<file path="src/rtl/speicher_arbiter.sv">
// Round-robin arbiter merging several request/acknowledge memory ports onto one shared memory port.
// Address, write data and access type are captured at grant and held until the memory completes.
module speicher_arbiter #(
   parameter int KANAELE      = 2,
   parameter int ADRESSBREITE = 32,
   parameter int DATENBREITE  = 32
) (
   input  logic                              Clock,
   input  logic                              Reset,
   input  logic [KANAELE-1:0]                Lesen,
   input  logic [KANAELE-1:0]                Schreiben,
   input  logic [KANAELE*ADRESSBREITE-1:0]   Adresse,
   input  logic [KANAELE*DATENBREITE-1:0]    DatenSchreiben,
   output logic [DATENBREITE-1:0]            DatenLesen,
   output logic [KANAELE-1:0]                Fertig,
   output logic [ADRESSBREITE-1:0]           SpeicherAdresse,
   output logic [DATENBREITE-1:0]            SpeicherDatenRaus,
   output logic                              SpeicherLesen,
   output logic                              SpeicherSchreiben,
   input  logic [DATENBREITE-1:0]            SpeicherDatenRein,
   input  logic                              SpeicherFertig
);

   localparam int IW = (KANAELE > 1) ? $clog2(KANAELE) : 1;

   typedef enum logic [1:0] {LEERLAUF, ZUGRIFF, ANTWORT} zustandT;

   zustandT                 zustand;
   logic [IW-1:0]           zeiger;
   logic [IW-1:0]           gewaehlt;
   logic [KANAELE-1:0]      maske;

   logic [KANAELE-1:0]      anfrage;
   logic                    gefunden;
   logic [IW-1:0]           naechster;
   logic                    naechsterSchreibt;
   logic [ADRESSBREITE-1:0] naechsteAdresse;
   logic [DATENBREITE-1:0]  naechsteDaten;

   // Scan from the pointer upward first, then wrap around to the channels below it.
   always_comb begin
      anfrage           = (Lesen | Schreiben) & ~maske;
      gefunden          = 1'b0;
      naechster         = '0;
      naechsterSchreibt = 1'b0;
      naechsteAdresse   = '0;
      naechsteDaten     = '0;
      for (int k = 0; k < KANAELE; k++) begin
         if (!gefunden && anfrage[k] && (k >= int'(zeiger))) begin
            gefunden  = 1'b1;
            naechster = IW'(k);
         end
      end
      for (int k = 0; k < KANAELE; k++) begin
         if (!gefunden && anfrage[k] && (k < int'(zeiger))) begin
            gefunden  = 1'b1;
            naechster = IW'(k);
         end
      end
      for (int k = 0; k < KANAELE; k++) begin
         if (IW'(k) == naechster) begin
            naechsterSchreibt = Schreiben[k];
            naechsteAdresse   = Adresse[k*ADRESSBREITE +: ADRESSBREITE];
            naechsteDaten     = DatenSchreiben[k*DATENBREITE +: DATENBREITE];
         end
      end
   end

   // Arbitration FSM; the served channel is masked for one idle cycle so it can drop its request.
   always_ff @(posedge Clock) begin
      if (!Reset) begin
         zustand           <= LEERLAUF;
         zeiger            <= '0;
         gewaehlt          <= '0;
         maske             <= '0;
         Fertig            <= '0;
         DatenLesen        <= '0;
         SpeicherAdresse   <= '0;
         SpeicherDatenRaus <= '0;
         SpeicherLesen     <= 1'b0;
         SpeicherSchreiben <= 1'b0;
      end else begin
         case (zustand)
            LEERLAUF: begin
               maske <= '0;
               if (gefunden) begin
                  gewaehlt          <= naechster;
                  SpeicherAdresse   <= naechsteAdresse;
                  SpeicherDatenRaus <= naechsteDaten;
                  SpeicherSchreiben <= naechsterSchreibt;
                  SpeicherLesen     <= !naechsterSchreibt;
                  zustand           <= ZUGRIFF;
               end
            end
            ZUGRIFF: begin
               if (SpeicherFertig) begin
                  if (SpeicherLesen) begin
                     DatenLesen <= SpeicherDatenRein;
                  end
                  SpeicherLesen      <= 1'b0;
                  SpeicherSchreiben  <= 1'b0;
                  Fertig[gewaehlt]   <= 1'b1;
                  zeiger             <= (gewaehlt == IW'(KANAELE-1)) ? '0 : gewaehlt + 1'b1;
                  zustand            <= ANTWORT;
               end
            end
            ANTWORT: begin
               Fertig          <= '0;
               maske           <= '0;
               maske[gewaehlt] <= 1'b1;
               zustand         <= LEERLAUF;
            end
            default: begin
               zustand <= LEERLAUF;
            end
         endcase
      end
   end

endmodule
</file>
<file path="config.mk">
export PLATFORM = sky130hd
export DESIGN_NAME = speicher_arbiter
export DESIGN_NICKNAME = d
export VERILOG_FILES = /design/src/rtl/speicher_arbiter.sv
export SDC_FILE = /design/constraint.sdc
export NUM_CORES = 1
export LEC_CHECK = 0
export ABC_CLOCK_PERIOD_IN_PS = 1900
export CORE_UTILIZATION = 35
export CTS_CLUSTER_SIZE = 30
export DETAILED_ROUTE_END_ITERATION = 10
export GPL_ROUTABILITY_DRIVEN = 0
export PLACE_DENSITY = 0.76
export SYNTH_ARGS = -nofsm -noshare
export SYNTH_HDL_FRONTEND = slang
export SYNTH_SLANG_ARGS = --single-unit
</file>
<file path="constraint.sdc">
create_clock -name Clock -period 1.9 [get_ports Clock]
set_input_delay 0.285 -clock Clock [delete_from_list [all_inputs] [get_ports Clock]]
set_output_delay 0.285 -clock Clock [all_outputs]
set_load 0.005 [all_outputs]
</file>
==> results of run 1 <==
where the power goes:
part	internal [mW]	total (mW)	switching, mW
Clock	1.15	1.94	0.797
Combinational	0.891	1.48	0.589
Sequential	2.43	2.55	0.117
Total	4.47	5.97	1.50
final cells by class:
class,instances,area share [%]
Clock buffer,10,3.04
Clock inverter,5,1.06
Inverter,3,0.150
Multi-Input combinational cell,395,26.4
Sequential cell,106,28.2
Tap cell,168,2.79
Timing Repair Buffer,280,38.3
critical path, stage by stage:
cell and delay (ns):
clkdlybuf4s50_1 0.55, o21bai_4 0.09, a211oi_4 0.25, buf_4 0.20
buf_12 0.21, o21ai_0 0.10, a31oi_1 0.18
metrics by stage:
stage	total power, mW	area (um2)
after floorplan	3.14	4370
after global placement	4.05	7220
after detailed placement	4.08	7220
after CTS	6.04	7530
after global routing	6.28	7530
final	5.97	7530
state kept, by name, summed over array words and instances (netlist names):
signal,flops
zustand,2
DatenLesen,32
SpeicherSchreiben,1
maske,2
SpeicherLesen,1
zeiger,1
SpeicherDatenRaus,32
gewaehlt,1
Fertig,2
SpeicherAdresse,32
cell families (layout without fill, tap and decap cells):
family / count (synthesis) / after routing
buffers and inverters: 50 / 298
flip-flops: 106 / 106
AND/OR/NAND/NOR: 218 / 218
AO/OA/AOI/OAI: 177 / 177
routing by layer:
| layer | share of wire [%] | wire, um | track usage, % |
|---|---|---|---|
| met3 | 7.7 | 1070 | 5.69 |
| met4 | 2.0 | 278 | 8.60 |
| met5 | 0 | 0 | 0 |
| met1 | 42 | 5780 | 24.2 |
| met2 | 48 | 6690 | 36.5 |
how the worst max path moves through the flow:
stage               cells past startpoint                                end  slack [ns]                  start
floorplan                               5    SpeicherAdresse[0]$_SDFFE_PN0P_        0.55  maske[0]$_SDFFE_PN0P_
finish                                  7  SpeicherDatenRaus[4]$_SDFFE_PN0P_        0.26           Schreiben[0]
detailed placement                      7  SpeicherDatenRaus[4]$_SDFFE_PN0P_       -0.07           Schreiben[0]
global route                            7  SpeicherDatenRaus[9]$_SDFFE_PN0P_        0.18           Schreiben[0]
CTS                                     7  SpeicherDatenRaus[4]$_SDFFE_PN0P_        0.29           Schreiben[0]
global placement                        7  SpeicherDatenRaus[0]$_SDFFE_PN0P_      -0.003           Schreiben[0]
layout by cell type, fill, tap and decap left out, types with 2 or more instances in the layout:
cell type        synthesis  routed
a21boi_0                25      25
buf_12                   0      10
nand2_1                199     199
o21ai_1                 15      15
a21oi_1                  2       2
a21boi_1                 7       7
and2_1                   7       7
nor2_1                   2       2
o21bai_4                 2       2
clkinvlp_4               0       2
buf_4                    3       4
inv_1                    3       3
a31oi_1                 66      66
clkbuf_16                0       9
bufinv_16                0       2
nand3b_1                 2       2
dfxtp_1                106     106
o21a_1                   2       2
nor3b_1                  3       3
o21ai_0                 53      53
clkdlybuf4s50_1          0     265
==> run_results.csv, run 1 <==
group,metric,value,unit
critical_path,reg2reg_to,"SpeicherDatenRaus[4]$_SDFFE_PN0P_",
pwr,peakVddDrop,0.353,mV
drt,dr.pass1.iters,4,
synth,synth-compound-area-share,25.6,%
timing,drv_slew,0,
clock_tree,cts_hold_buf,0,
place,place_ws,-0.0709,ns
critical_path,rrSetupSlack,0.31,ns
clock_tree,htree_levels,3,
drt,num_vias,4704,
finish,areaGrowthSynthToFinish,72.4,%
critical_path,crit_required,2.16,ns
global_route,grt_pass1_vias,4328,
floorplan,io_pins,267,
synth,synth_top_area_share,48.6,%
finish,register_area,0.00212,mm2
drt,drcViolationCount,0,
drt,first_iter_violations,260,
timing,relSlewSlack,72.6,%
flow_run,maxCapViolCount,0,
hold_path,min_delay_path_depth,2,
finish,stdcell_count,967,
pwr,p_per_area,793,mW/mm2
synth,synth_seq_area_share,48.6,%
clock_tree,numCtsBuffers,9,
finish,fillCellCount,1046,
pwr,power_leakage,2.76,nW
synth,synth_top_family_by_area,"compound AO/OA/AOI/OAI gates",
synth,synth-simple-area-share,20.0,%
synth,synth_ff_type,"dfxtp_1",
synth,ys_ff_latch,106,
clock_tree,ctsRootBufferMaster,"clkbuf_16",
floorplan,core-area,0.0121,mm2
drt,final_antenna_net_count,0,
timing,period_share,86.1,%
place,dpl.cell_count,952,
synth,synthCells,551,
synth,yosysMostFrequentCell,"nand2_1",
critical_path,rr_worst_depth,6,
floorplan,die_h,114,um
clock_tree,clk_pin_slew,0.07,ns
synth,synth_edf_count,0,
hold_path,holdPathEnd,"DatenLesen[1]$_SDFFE_PN0P_",
clock_tree,post_cts_resized,0,
critical_path,r2r_start,"maske[0]$_SDFFE_PN0P_",
critical_path,cp_max_fo,47,
drt,post_drt_wl_per_cell,14.3,um
clock_tree,cts.sinks,106,
finish,layout.nets,962,
critical_path,end_kind,"register",
global_route,antenna_found_initial,0,
drt,wl,13800,um
synth,yosysUniqueCellTypes,30,
timing,setup_ws,0.264,ns
floorplan,start_util,36.1,%
synth,synth_common_cells,"199 x nand2_1, 106 x dfxtp_1, 66 x a31oi_1",
timing,setup_viol,0,
timing,rsz0062_at_grt,"false",
floorplan,die_w,114,um
run_status,status,"finished clean",
synth,syn_nets,718,
finish,diodes,0,
global_route,grt-ovfl-total,0,
synth,ys_async_sr_fraction,0,%
floorplan,die-area,0.0129,mm2
synth,muxShareOfSynthArea,0,%
timing,fin_worst_skew,0.00654,ns
place,dpl.hpwl,10000,um
finish,multi_input_area,0.00199,mm2
timing,worst_slew_pin_slew,0.407,ns
floorplan,rows,40,
synth,netlist_top_cells_area,"dfxtp_1 49%, nand2_1 17%, a31oi_1 9.5%, o21ai_0 6.1%, a21boi_0 4.3%",
global_route,grt_pass1_wl,21300,um
hold_path,hold_path_class,"register to register",
place,port_buffers,266,
synth,synth_top_area_cell,"dfxtp_1",
synth,synthXorXnorAreaFrac,0,%
clock_tree,clk_latency,0.34,ns
drt,vias_per_cell,4.86,
timing,hold_viol,0,
timing,hold_slack,0.451,ns
finish,drive_gt1_share,4.26,%
global_route,grt_max_degree,107,
clock_tree,postCtsSetupBuffers,0,
timing,min_period,1.64,ns
synth,synth_area,0.00437,mm2
clock_tree,cts_tree,"yes",
critical_path,arrival,1.90,ns
clock_tree,cts.path.max_buffers,2,
synth,syn_area_per_cell,7.93,um2
timing,max_freq,611,MHz
synth,ys_warn_count,0,
hold_path,hp-start,"DatenLesen[1]$_SDFFE_PN0P_",
finish,fin_util,62.2,%
timing,setup_tns,0,ns
critical_path,critPathLaunchType,"primary input",
critical_path,critPathKind,"primary input to register",
global_route,grt_use_total,20.9,%
synth,synth_fa_ha_area_share,0,%
(Power assumes the default switching activity.)
==> inputs of run 2 (changes only) <==
--- a/config.mk
+++ b/config.mk
@@ -5,12 +5,13 @@
 export SDC_FILE = /design/constraint.sdc
 export NUM_CORES = 1
 export LEC_CHECK = 0
+export ABC_AREA = 1
 export ABC_CLOCK_PERIOD_IN_PS = 1900
 export CORE_UTILIZATION = 35
 export CTS_CLUSTER_SIZE = 30
 export DETAILED_ROUTE_END_ITERATION = 10
 export GPL_ROUTABILITY_DRIVEN = 0
-export PLACE_DENSITY = 0.76
+export PLACE_DENSITY = 0.74
 export SYNTH_ARGS = -nofsm -noshare
 export SYNTH_HDL_FRONTEND = slang
 export SYNTH_SLANG_ARGS = --single-unit
==> run 2 against run 1 <==
  * First-iteration DRC count increased by 29%
  * Via count increased by 11%
  * Final cell count increased by 22%
  * Clock skew increased by 0.0043 ns
  * Sequential cell count unchanged
  * Non-clock buffer count increased by 2
  * Critical path depth decreased by 6
  * Register-to-register slack improved by 0.18 ns
  * Fmax increased by 5.4%
  * Synthesized cell count increased by 36%
  * Clock power about the same
  * Highest routed layer unchanged
==> run_results.csv, run 2 <==
group,metric,value,unit
run_status,status,"finished clean",
timing,rsz0062_at_grt,"false",
timing,period_share,81.7,%
synth,synth_ff_type,"dfxtp_1",
synth,synthXorXnorAreaFrac,0,%
synth,synth_area,0.00483,mm2
pwr,power_leakage,3.83,nW
critical_path,cp_num_buf_inv,1,
critical_path,reg2reg_to,"DatenLesen[18]$_SDFFE_PN0P_",
critical_path,rr_worst_depth,7,
synth,synth-compound-area-share,4.56,%
drt,num_vias,5208,
clock_tree,cts_hold_buf,0,
drt,wl,14900,um
synth,syn_nets,916,
hold_path,holdPathEnd,"maske[0]$_SDFFE_PN0P_",
flow_run,maxCapViolCount,0,
critical_path,critPathLaunchType,"register",
timing,hold_viol,0,
hold_path,min_delay_path_depth,2,
drt,vias_per_cell,4.42,
place,port_buffers,266,
global_route,antenna_found_initial,0,
floorplan,io_pins,267,
clock_tree,cts_tree,"yes",
synth,ys_async_sr_fraction,0,%
synth,muxShareOfSynthArea,0,%
synth,yosysUniqueCellTypes,21,
critical_path,critical-path-top-delay-family,"buffers and inverters",
finish,stdcell_count,1177,
clock_tree,cts.sinks,106,
pwr,p_int,4.52,mW
critical_path,end_kind,"primary output",
finish,register_area,0.00212,mm2
pwr,swShare,27.4,%
synth,synth_top_area_cell,"dfxtp_1",
finish,layout_common_cells,"266 x clkdlybuf4s50_1, 205 x nand2_1, 198 x nor2_1, 106 x dfxtp_1, 73 x inv_1",
floorplan,die-area,0.0143,mm2
clock_tree,clk_latency,0.34,ns
timing,drv_slew,0,
hold_path,hp-start,"maske[0]$_SDFFE_PN0P_",
finish,final_common_cell,"clkdlybuf4s50_1",
global_route,grt_use_met1,25.2,%
drt,post_drt_wl_per_cell,12.7,um
pwr,p_seq_share,41.1,%
place,placed_cell_area,0.00764,mm2
critical_path,critPathKind,"register to primary output",
critical_path,crit_slowest_cell,"clkdlybuf4s50_1",
drt,first_iter_violations,335,
drt,final_antenna_net_count,0,
synth,synth_top_area_share,43.9,%
finish,diodes,0,
synth,synth_seq_area_share,43.9,%
global_route,top_usage_layer,"met2",
synth,ys_ff_latch,106,
synth,netlist_top_cells_area,"dfxtp_1 44%, nand2_1 16%, nor2_1 15%, nand3_1 7.3%, inv_1 5.7%",
place,dpl.cell_count,1162,
clock_tree,post_cts_resized,0,
clock_tree,cts.path.max_buffers,2,
clock_tree,numCtsBuffers,9,
finish,largestRegisters,"DatenLesen x32, SpeicherAdresse x32, SpeicherDatenRaus x32",
clock_tree,clk_pin_slew,0.07,ns
synth,ys_warn_count,0,
finish,layout.nets,1164,
drt,dr.pass1.iters,4,
synth,synth_common_cells,"206 x nand2_1, 198 x nor2_1, 106 x dfxtp_1",
timing,min_period,1.55,ns
clock_tree,ctsRootBufferMaster,"clkbuf_16",
global_route,met2_usage,35.9,%
finish,areaGrowthSynthToFinish,64.5,%
drt,drcViolationCount,0,
synth,syn_area_per_cell,6.45,um2
critical_path,crit_required,1.62,ns
synth,synth_edf_count,0,
clock_tree,htree_levels,3,
hold_path,hold_path_class,"register to register",
synth,yosysMostFrequentCell,"nand2_1",
critical_path,rrSetupSlack,0.49,ns
global_route,grt_pass1_vias,4765,
floorplan,start_util,36.2,%
finish,drive_gt1_share,4.10,%
critical_path,critPathMaxStageDelay,0.59,ns
global_route,grt_max_degree,53,
synth,synth_top_family_by_area,"simple AND/OR/NAND/NOR gates",
critical_path,arrival,1.27,ns
finish,fin_area,0.00794,mm2
synth,synth_fa_ha_area_share,0,%
clock_tree,postCtsSetupBuffers,0,
floorplan,core-area,0.0133,mm2
global_route,grt_use_total,21.0,%
global_route,grtUsageMet3,4.98,%
place,dpl.hpwl,10800,um
global_route,grt_pass1_wl,23800,um
timing,setup_viol,0,
timing,max_freq,644,MHz
timing,relSlewSlack,62.6,%
pwr,clkPwrFrac,30.8,%
synth,synthCells,749,
finish,multi_input_area,0.00212,mm2
critical_path,cp_max_fo,2,
synth,synth-simple-area-share,39.3,%
global_route,grt-ovfl-total,0,
finish,fin_util,59.5,%
pwr,peakVddDrop,0.400,mV
pwr,combPwrFrac,28.2,%
critical_path,cp_cell_sequence,"clkdlybuf4s50_1",
floorplan,rows,42,
floorplan,die_h,119,um
timing,worst_slew_pin_slew,0.560,ns
pwr,p_sw,1.71,mW
critical_path,r2r_start,"zustand[0]$_SDFFE_PN0P_",
finish,fillCellCount,1248,
timing,setup_tns,0,ns
floorplan,die_w,119,um
timing,fin_worst_skew,0.0109,ns
pwr,finalPower,6.23,mW
pwr,p_per_area,784,mW/mm2
run 2: logic make-up after synthesis:
group / after synthesis
simple gates: 478
buf+inv: 123
flops: 106
compound gates: 42
run 2: layout make-up:
cell class                      count  area share (%)
Multi-Input combinational cell    520            26.7
Inverter                           78            3.72
Clock inverter                      4           0.614
Clock buffer                       11            3.18
Timing Repair Buffer              282            36.3
Tap cell                          176            2.77
Sequential cell                   106            26.7
run 2: power groups by stage:
stage,Sequential [mW],Clock (mW),Combinational (mW)
after floorplan,2.62,0,0.789
after global placement,2.60,0,1.76
after detailed placement,2.61,0,1.76
after CTS,2.56,1.98,1.78
after global routing,2.58,2.08,1.94
final,2.56,1.91,1.76
run 2: routing by layer:
metal | share of wire, % | vias up
met3 | 6.7 | 20
met5 | 0 | -
met4 | 2.0 | 0
met2 | 48 | 168
met1 | 43 | 2270
li1 | - | 2750
run 2: stage by stage:
step	hold WS, ns	setup slack (ns)
finish	0.459	0.348
global route	0.485	0.275
CTS	0.460	0.303
detailed placement	0.450	0.0834
global placement	0.444	0.115
floorplan	0.420	0.670
run 2: how the worst max path moves through the flow:
stage	from	end	slack [ns]	cells after the start
after CTS	SpeicherDatenRaus[7]$_SDFFE_PN0P_	SpeicherDatenRaus[7]	0.30	1
after detailed placement	Schreiben[0]	SpeicherLesen$_SDFFE_PN0P_	0.08	10
after floorplan	maske[1]$_SDFFE_PN0P_	SpeicherDatenRaus[15]$_SDFFE_PN0P_	0.67	9
after global placement	Schreiben[0]	SpeicherLesen$_SDFFE_PN0P_	0.11	10
final	SpeicherDatenRaus[7]$_SDFFE_PN0P_	SpeicherDatenRaus[7]	0.35	1
after global routing	Schreiben[0]	SpeicherAdresse[12]$_SDFFE_PN0P_	0.28	12
==> inputs of run 3 (changes only) <==
--- a/config.mk
+++ b/config.mk
@@ -6,12 +6,12 @@
 export NUM_CORES = 1
 export LEC_CHECK = 0
 export ABC_AREA = 1
-export ABC_CLOCK_PERIOD_IN_PS = 1900
+export ABC_CLOCK_PERIOD_IN_PS = 1400
 export CORE_UTILIZATION = 35
 export CTS_CLUSTER_SIZE = 30
 export DETAILED_ROUTE_END_ITERATION = 10
 export GPL_ROUTABILITY_DRIVEN = 0
-export PLACE_DENSITY = 0.74
+export PLACE_DENSITY = 0.77
 export SYNTH_ARGS = -nofsm -noshare
 export SYNTH_HDL_FRONTEND = slang
 export SYNTH_SLANG_ARGS = --single-unit
==> constraint.sdc (replaced) <==
create_clock -name Clock -period 1.4 [get_ports Clock]
set_input_delay 0.21 -clock Clock [delete_from_list [all_inputs] [get_ports Clock]]
set_output_delay 0.21 -clock Clock [all_outputs]
set_load 0.005 [all_outputs]
==> run 3 against run 2 <==
  * Power rose by 39%
  * Final cell count rose by 1.4%
  * Critical path depth rose by 10
  * Core utilization rose by 2.3 points
  * Setup slack got worse by 0.34 ns
  * Via count rose by 4.5%
  * Count of clock-buffer cells in the layout fell by 1
  * First-iteration DRC count did not move
  * Design area rose by 3.8%
  * Critical path type is now primary input to register
  * Largest cell class unchanged
==> run_results.csv, run 3 (synthesized netlist as in run 2, its figures left out) <==
group,metric,value,unit
critical_path,cp_max_fo,10,
critical_path,arrival,1.64,ns
floorplan,die-area,0.0143,mm2
timing,setup_ws,0.0124,ns
finish,final_common_cell,"nand2_1",
global_route,grt-ovfl-total,0,
drt,final_antenna_net_count,0,
hold_path,hp-start,"Schreiben[1]",
place,place_ws,-0.390,ns
hold_path,min_delay_path_depth,5,
drt,post_drt_wl_per_cell,14.0,um
floorplan,io_pins,267,
clock_tree,cts.path.max_buffers,2,
critical_path,end_kind,"register",
pwr,peakVddDrop,0.709,mV
critical_path,crit_required,1.65,ns
clock_tree,cts_tree,"yes",
critical_path,critPathLaunchType,"primary input",
place,dpl.hpwl,11000,um
timing,hold_slack,0.363,ns
run_status,status,"finished clean",
drt,vias_per_cell,4.56,
clock_tree,numCtsBuffers,9,
clock_tree,cts.sinks,106,
clock_tree,htree_levels,3,
global_route,grt_max_degree,47,
place,port_buffers,266,
timing,setup_viol,0,
floorplan,start_util,36.2,%
drt,num_vias,5440,
critical_path,critPathKind,"primary input to register",
drt,drcViolationCount,0,
drt,dr.pass1.iters,5,
global_route,antenna_found_initial,1,
finish,areaGrowthSynthToFinish,70.7,%
timing,rsz0062_at_grt,"true",
drt,first_iter_violations,335,
timing,period_share,99.1,%
global_route,grt_pass1_vias,4716,
timing,fin_worst_skew,0.00766,ns
flow_run,maxCapViolCount,0,
finish,layout_common_cells,"201 x nand2_1, 192 x nor2_1, 164 x clkdlybuf4s50_1, 92 x dfxtp_1, 89 x dlygate4sd2_1",
critical_path,rrSetupSlack,0.06,ns
hold_path,holdPathEnd,"SpeicherSchreiben$_SDFFE_PN0P_",
pwr,p_per_area,1050,mW/mm2
drt,wl,16700,um
pwr,power_leakage,4.52,nW
finish,layout.nets,1179,
critical_path,reg2reg_to,"SpeicherDatenRaus[0]$_SDFFE_PN0P_",
floorplan,rows,42,
pwr,finalPower,8.67,mW
global_route,grt_pass1_wl,23600,um
clock_tree,cts_hold_buf,0,
floorplan,die_h,119,um
hold_path,hold_path_class,"primary input to register",
timing,drv_slew,0,
timing,min_period,1.39,ns
floorplan,die_w,119,um
timing,max_freq,721,MHz
global_route,grt_use_total,21.1,%
finish,largestRegisters,"DatenLesen x32, SpeicherAdresse x32, SpeicherDatenRaus x32",
clock_tree,postCtsSetupBuffers,0,
timing,worst_slew_pin_slew,0.298,ns
clock_tree,clk_pin_slew,0.07,ns
floorplan,core-area,0.0133,mm2
critical_path,rr_worst_depth,9,
critical_path,r2r_start,"maske[0]$_SDFFE_PN0P_",
clock_tree,clk_latency,0.35,ns
timing,hold_viol,0,
timing,setup_tns,0,ns
timing,relSlewSlack,80.1,%
clock_tree,ctsRootBufferMaster,"clkbuf_16",
finish,drive_gt1_share,7.97,%
## run 3: report_power, final
group          switching (mW)  internal [mW]
clock network            1.14           1.56
registers               0.147           3.33
logic                    1.16           1.34
total                    2.45           6.22
## run 3: area by class of cell
class                      instances  area [um2]
timing repair inverter             1        8.76
clock inverter                     5        78.8
timing repair buffer             296        3090
antenna                            1        2.50
clock buffer                      10         229
inverter                          78         318
sequential                       106        2140
multi-input combinational        520        2160
fill                            1261        5100
tap                              176         220
## run 3: worst max path at each step
stage,start,to,slack (ns),cells after the start
final,Lesen[0],SpeicherDatenRaus[0]$_SDFFE_PN0P_,0.01,11
after global routing,Lesen[0],SpeicherDatenRaus[0]$_SDFFE_PN0P_,-0.03,11
after CTS,SpeicherDatenRaus[2]$_SDFFE_PN0P_,SpeicherDatenRaus[2],-0.02,1
after detailed placement,Schreiben[1],SpeicherDatenRaus[2]$_SDFFE_PN0P_,-0.39,10
after global placement,Schreiben[1],SpeicherDatenRaus[2]$_SDFFE_PN0P_,-0.37,10
after floorplan,maske[1]$_SDFFE_PN0P_,SpeicherDatenRaus[15]$_SDFFE_PN0P_,0.17,9
## run 3: repair_timing
| item | CTS | global route |
|---|---|---|
| gates resized for setup | 98 | 46 |
| setup endpoints to repair | 97 | 108 |
| hold endpoints to repair | 0 | 0 |
| pin swaps | 0 | 2 |
| gates cloned | 0 | 11 |
## run 3: routing by layer
layer  track usage, %  wire length [um]  part of all wire, %
met5                0                 0                    0
met1             24.9              6990                   42
met3             6.37              1120                  6.7
met2             35.8              8170                   49
met4             8.05               386                  2.3
## run 3: through the flow
stage          util [%]  instances  area [um2]
4_1_cts            59.1       1181        7890
6_report           61.8       1193        8240
2_1_floorplan         -        749        4830
5_1_grt            61.7       1192        8240
3_3_place_gp       57.6       1166        7680
3_5_place_dp       57.6       1166        7680
## run 3: critical path: stages
cell             delay (ns)
clkdlybuf4s50_1        0.47
inv_2                  0.04
nand2_2                0.09
nand3_2                0.10
nand2_4                0.17
inv_8                  0.07
clkbuf_16              0.17
nand2_1                0.06
nand3_1                0.10
nand2_1                0.11
inv_1                  0.05
